[config.mk]
export PLATFORM = sky130hd
export DESIGN_NAME = memory_reader
export DESIGN_NICKNAME = d
export VERILOG_FILES = /design/src/rtl/memory_reader.sv
export SDC_FILE = /design/constraint.sdc
export NUM_CORES = 1
export LEC_CHECK = 0
export BUFFER_PORTS_ARGS = -buffer_cell sky130_fd_sc_hd__buf_2
export CAP_MARGIN = 20
export CORE_MARGIN = 2
export CORE_UTILIZATION = 41
export DETAILED_ROUTE_END_ITERATION = 7
export GPL_ROUTABILITY_DRIVEN = 0
export PLACE_DENSITY = 0.72
export REMOVE_ABC_BUFFERS = 1
export SLEW_MARGIN = 20
export SYNTH_ARGS = -nofsm -noshare
export SYNTH_HDL_FRONTEND = slang
export SYNTH_SLANG_ARGS = --single-unit
[constraint.sdc]
create_clock -name clk -period 1.5 [get_ports clk]
set_clock_uncertainty 0.15 [all_clocks]
set_input_delay 0.3 -clock clk [delete_from_list [all_inputs] [get_ports clk]]
set_output_delay 0.3 -clock clk [all_outputs]
set_load 0.1 [all_outputs]
[src/rtl/memory_reader.sv]
// memory_reader: sweeps a register file's combinational read port from
// address 0 to NUM_REGS-1 and streams each word downstream with its index.
// Optional build macro: MEMORY_READER_SKIP_BLANK_EN drops entries that hold
// the BLANK fill value instead of presenting them.
//
// Handshake: out_valid/out_data/out_index are registered and stay stable
// while out_valid=1; a word transfers on a rising edge where
// out_valid & out_ready, and out_valid never depends on out_ready in the
// same cycle.
module memory_reader #(
    parameter int              NUM_REGS = 16,
    parameter int              SIZE     = 32,
    parameter logic [SIZE-1:0] BLANK    = SIZE'(32'h150)
) (
    input  logic            clk,
    input  logic            rst,
    input  logic            start,
    output logic [5:0]      rd_addr,
    input  logic [SIZE-1:0] rd_data,
    output logic [SIZE-1:0] out_data,
    output logic [5:0]      out_index,
    output logic            out_valid,
    input  logic            out_ready,
    output logic            busy,
    output logic            done,
    output logic [1:0]      dbg_state
);

    typedef enum logic [1:0] {
        IDLE  = 2'd0,
        FETCH = 2'd1,
        SEND  = 2'd2,
        DONE  = 2'd3
    } state_t;

    localparam logic [5:0] LAST_ADDR = 6'(NUM_REGS - 1);

    state_t          state_q, state_d;
    logic [5:0]      cnt_q, cnt_d;
    logic [SIZE-1:0] data_q, data_d;
    logic [5:0]      index_q, index_d;
    logic            valid_q, valid_d;
    logic            last_addr;

    assign last_addr = (cnt_q == LAST_ADDR);

`ifdef MEMORY_READER_SKIP_BLANK_EN
    logic fetch_blank;
    assign fetch_blank = (rd_data == BLANK);
`else
    // BLANK only matters when blank skipping is built in.
    logic unused_blank;
    assign unused_blank = ^BLANK;
`endif

    // State, counter and output-word registers with synchronous reset.
    always_ff @(posedge clk) begin
        if (rst) begin
            state_q <= IDLE;
            cnt_q   <= '0;
            data_q  <= '0;
            index_q <= '0;
            valid_q <= 1'b0;
        end else begin
            state_q <= state_d;
            cnt_q   <= cnt_d;
            data_q  <= data_d;
            index_q <= index_d;
            valid_q <= valid_d;
        end
    end

    // Next-state logic: fetch one word, hold it until accepted, advance.
    always_comb begin
        state_d = state_q;
        cnt_d   = cnt_q;
        data_d  = data_q;
        index_d = index_q;
        valid_d = valid_q;
        case (state_q)
            IDLE: begin
                if (start) begin
                    state_d = FETCH;
                    cnt_d   = '0;
                end
            end
            FETCH: begin
`ifdef MEMORY_READER_SKIP_BLANK_EN
                if (fetch_blank) begin
                    // Blank entry: spend this cycle only, present nothing.
                    if (last_addr) begin
                        state_d = DONE;
                    end else begin
                        cnt_d = cnt_q + 6'd1;
                    end
                end else begin
                    data_d  = rd_data;
                    index_d = cnt_q;
                    valid_d = 1'b1;
                    state_d = SEND;
                end
`else
                data_d  = rd_data;
                index_d = cnt_q;
                valid_d = 1'b1;
                state_d = SEND;
`endif
            end
            SEND: begin
                if (valid_q && out_ready) begin
                    valid_d = 1'b0;
                    if (last_addr) begin
                        state_d = DONE;
                    end else begin
                        cnt_d   = cnt_q + 6'd1;
                        state_d = FETCH;
                    end
                end
            end
            DONE: begin
                state_d = IDLE;
                cnt_d   = '0;
            end
            default: begin
                state_d = IDLE;
                cnt_d   = '0;
            end
        endcase
    end

    // The read address is only meaningful while fetching; park it at 0 otherwise.
    assign rd_addr   = (state_q == FETCH) ? cnt_q : 6'd0;
    assign out_data  = data_q;
    assign out_index = index_q;
    assign out_valid = valid_q;
    assign busy      = (state_q != IDLE);
    assign done      = (state_q == DONE);
    assign dbg_state = state_q;

endmodule

# Word level (Yosys, flattened, before mapping)
# Cells that the tools add are included.
# word_totals
ff_bits	47
# op_classes
add_sub_neg	1
n_eq_ne	7
mux	11
reduce_logical	8
# op_table
op	count
2-to-1 mux 6 bit	4
one-hot mux 6 bit (3 select lines)	1
one-hot mux 2 bit (4 select lines)	1
adder 6 x 1 -> 6 bit (second input constant)	1
== test 6 x 4 -> 1 bit (second input constant)	1
2-to-1 mux 2 bit	3
inequality test 2 bit (second input constant)	3
== test 2 bit (second input constant)	2
AND reduction 2 bit	2
AND reduction 4 bit	1
nonzero test 2 bit	2
nonzero test 3 bit	1
== test 2 x 1 -> 1 bit (second input constant)	1
logical NOT 2 bit	1
one-hot mux 1 bit (2 select lines)	1
logical AND 1 bit	1
2-to-1 mux 1 bit	1

# Logic depth before layout (Yosys ltp)
# logic_depth
depth_word	4
depth_mapped	6
depth_no_buf	5

# Worst setup path after synthesis
# No wires, ideal clock.
# synth_timing
path_kind	reg-to-output
startpoint	register state_q[0] (netlist: dbg_state[0])
endpoint	output rd_addr[3]
arrival_time_ns	2.125
path_slack_ns	-1.075
path_stages_with_launch	5
cell_sequence	dfxtp_1 -> nor2b_1 -> buf_2 -> nand2_1 -> inv_1
# synth_via
elab_chain_len	2
# synth_rtl
element	line	source
start, declared	38	state_t state_q, state_d;
start signal, assigned	65	state_q <= state_d;
== test 2 x 1 -> 1 bit	132	assign rd_addr = (state_q == FETCH) ? cnt_q : 6'd0;
2-to-1 mux 6 bit	132	
end, declared	18	output logic [5:0] rd_addr,
# No other way between the ends.

# Final worst setup path
# layout_timing
startpoint	register state_q[0] (netlist: dbg_state[0])
endpoint	output done
# layout_via
elab_chain_len	1
# layout_rtl
element	line	source
== test 2 bit	137	assign done = (state_q == DONE);
end, declared	25	output logic done,
# No other way between the ends.

==> impl_metrics.ini <==
[status]
status = complete, but fails checks
failed_checks = negative setup slack

[critical_path]
slowest_delay_ns = 0.35
cp.required_ns = 1.05
cp-start-kind = flip-flop
critical_path_class = reg -> out
cp.arrival_ns = 1.24
path_cells = buf_6 > nand2_1 > inv_1 > buf_12
slowest_stage = dfxtp_2
endpoint_kind = output pin
worstPathMaxFanout = 15

[grt]
grt_pass1_vias = 1837
track_usage_pct = 20.6
gr-total-overflow = 0
grt_max_degree = 40
grt_pass1_wl_um = 8360
antenna_found_initial = 0

[detailed_routing]
detail_route.vias_per_cell = 4.99
vias = 1942
ant_nets = 0
drt_pre_antenna_iters = 4
drt-total-wl_um = 5170
drc = 0
routedWlPerCell_um = 13.3
drt_iter0_drc = 52

[synthesis]
synthFlopType = dfxtp_1
synth_seq_area_share_pct = 50.9
async_flop_share_pct = 0
yosysTopAreaCell = dfxtp_1
synthCells = 233
synth.top_cell.area_share_pct = 50.9
yosys_register_bits = 47
synth_edf_count = 0
synth_cell_types = 31
syn_area_um2 = 1850
synth_area_leaders = dfxtp_1 (51%), nand2_1 (16%), a21oi_1 (11%)
ys.warnings.count = 0
syn_avg_cell_area_um2 = 7.93

[sta]
rsz0062_at_grt = yes
worst_pin_slew_ns = 0.308
relSlewSlack_pct = 79.5
period_minus_slack_ns = 1.69
post-route-period-util_pct = 113
setup_viol = 11
hold_viol = 0
slew_viol_final = 0
fmax_ghz = 0.591
setup_ws_ns = -0.192

[finish]
syn2layout_area_growth_pct = 75.1
nFillCells = 312
finish.net_count = 373
instances_no_fill = 389
drive_gt1_share_pct = 43.0
final-seq-area_um2 = 948
diodes = 0
multiInputGateArea_um2 = 881

[power_and_ir_drop]
finalPower_uw = 3090
cellPowerDensity_nw_per_um2 = 955
irDropWorstVdd_v = 0.000879
p_leak_uw = 0.00139

[place]
preCtsSetupSlack_ns = -0.0633
dpl.hpwl_um = 3500
dp.cells = 373
portBuffers = 84

[clock_tree]
clk_pin_slew_worst_paths_ns = 0.08
cts.path.max_buffers = 2
clockRootBuffer = clkbuf_8
htree_num_levels = 2
cts_tree = yes
clock_latency_ns = 0.29
cts_buffers = 5
clock_sink_count = 47

[floorplan]
die_h_um = 71.1
ios = 85
initial_core_util_pct = 42.4
fp-row-count = 24
die_area_um2 = 5060
core_area_um2 = 4350
die_x_um = 71.1

[run]
cap_violations = 0

[hold_path]
hold_path.class = in -> reg
layer usage:
layer  share of wire, %  up-vias  wire length, um  GRT usage [%]
met5                  0        -                0              0
met4                2.9        0              152           6.71
met3                6.3       15              326           5.41
met2                 52       85             2700           36.2
met1                 39      870             1990           24.5
li1                   -      972                -              -
registers in the layout, summed over array words and instances, names as in the netlist:
| register | cells |
|---|---|
| out_data | 32 |
| cnt_q | 6 |
| out_index | 6 |
| dbg_state | 2 |
| out_valid | 1 |
path summary, 6_finish.rpt:
check                                     to          from  slack (ns)  cells past startpoint
worst max-delay path                    done  dbg_state[0]       -0.19                      4
worst min-delay path            out_data[20]   rd_data[20]        0.09                      3
worst max register to register      cnt_q[0]  dbg_state[0]       -0.14                      5
worst min register to register   out_data[7]   out_data[7]        0.31                      2
per-stage QoR:
step           instance area, um2  hold slack, ns  setup TNS [ns]  util [%]
2_1_floorplan                1750           0.219          -77.57         -
3_3_place_gp                 2920           0.289          -0.118      67.0
5_1_grt                      3240          0.0761           -2.29      74.3
4_1_cts                      3190          0.0754           -1.33      73.3
3_5_place_dp                 2920           0.295          -0.371      67.0
6_report                     3240          0.0875           -1.45      74.3
power breakdown:
part / leakage (uW) / switching, uW / internal [uW]
Combinational: 0.000955 / 613 / 308
Sequential: 0.000384 / 46.0 / 1300
Clock: 0.0000505 / 403 / 419
Total: 0.00139 / 1060 / 2030
cell usage in the layout (no fill, tap or decap), types with 3 or more instances in the layout:
| master | netlist | final |
|---|---|---|
| buf_4 | 0 | 34 |
| buf_12 | 0 | 36 |
| buf_2 | 5 | 35 |
| o21ai_0 | 3 | 3 |
| inv_2 | 0 | 7 |
| dfxtp_1 | 47 | 43 |
| nand3_1 | 6 | 5 |
| a31oi_1 | 3 | 3 |
| nand2_1 | 81 | 79 |
| clkbuf_8 | 1 | 7 |
| a21oi_1 | 42 | 40 |
| dfxtp_2 | 0 | 3 |
| nand2b_1 | 5 | 5 |
worst max-delay path, delay by kind of cell (launching register included):
family	cells	cell delay, ns
buf+inv	3	0.49
flops	1	0.35
simple gates	1	0.11
cell type report:
class | count | area share (%)
multi-input cells | 163 | 27.2
repair buffers | 110 | 37.2
inverters | 9 | 1.04
clock buffers | 7 | 2.98
clock inverters | 1 | 0.232
well taps | 52 | 2.01
flip-flops and latches | 47 | 29.3
Yosys cell counts, drive strengths merged (2+ instances only):
library cell and n:
o21ai 5, a31oi 3, nor2 3, nand3 6, dfxtp 47, a211oi 2
nand2b 5, clkbuf 7, nand2 81, a21oi 42, inv 9, buf 7
cells by family (layout without fill, tap and decap cells):
| kind of cell | after synthesis | count (layout) | synth area share (%) |
|---|---|---|---|
| AOI/OAI and AO/OA | 55 | 55 | 16.2 |
| adders and majority gates | 1 | 1 | 0.677 |
| buffers and inverters | 24 | 127 | 7.04 |
| DFF | 47 | 47 | 50.9 |
| muxes | 1 | 1 | 0.542 |
| and+or+nand+nor | 105 | 106 | 24.6 |
timing repair:
item,4_1_cts,5_1_grt
pin swaps,5,4
resized for setup,39,10
gates cloned,1,0
setup buffers,7,0
endpoints found under the setup margin,25,17
hold buffers,0,0
Note: power is estimated with default switching activity, not from simulation.
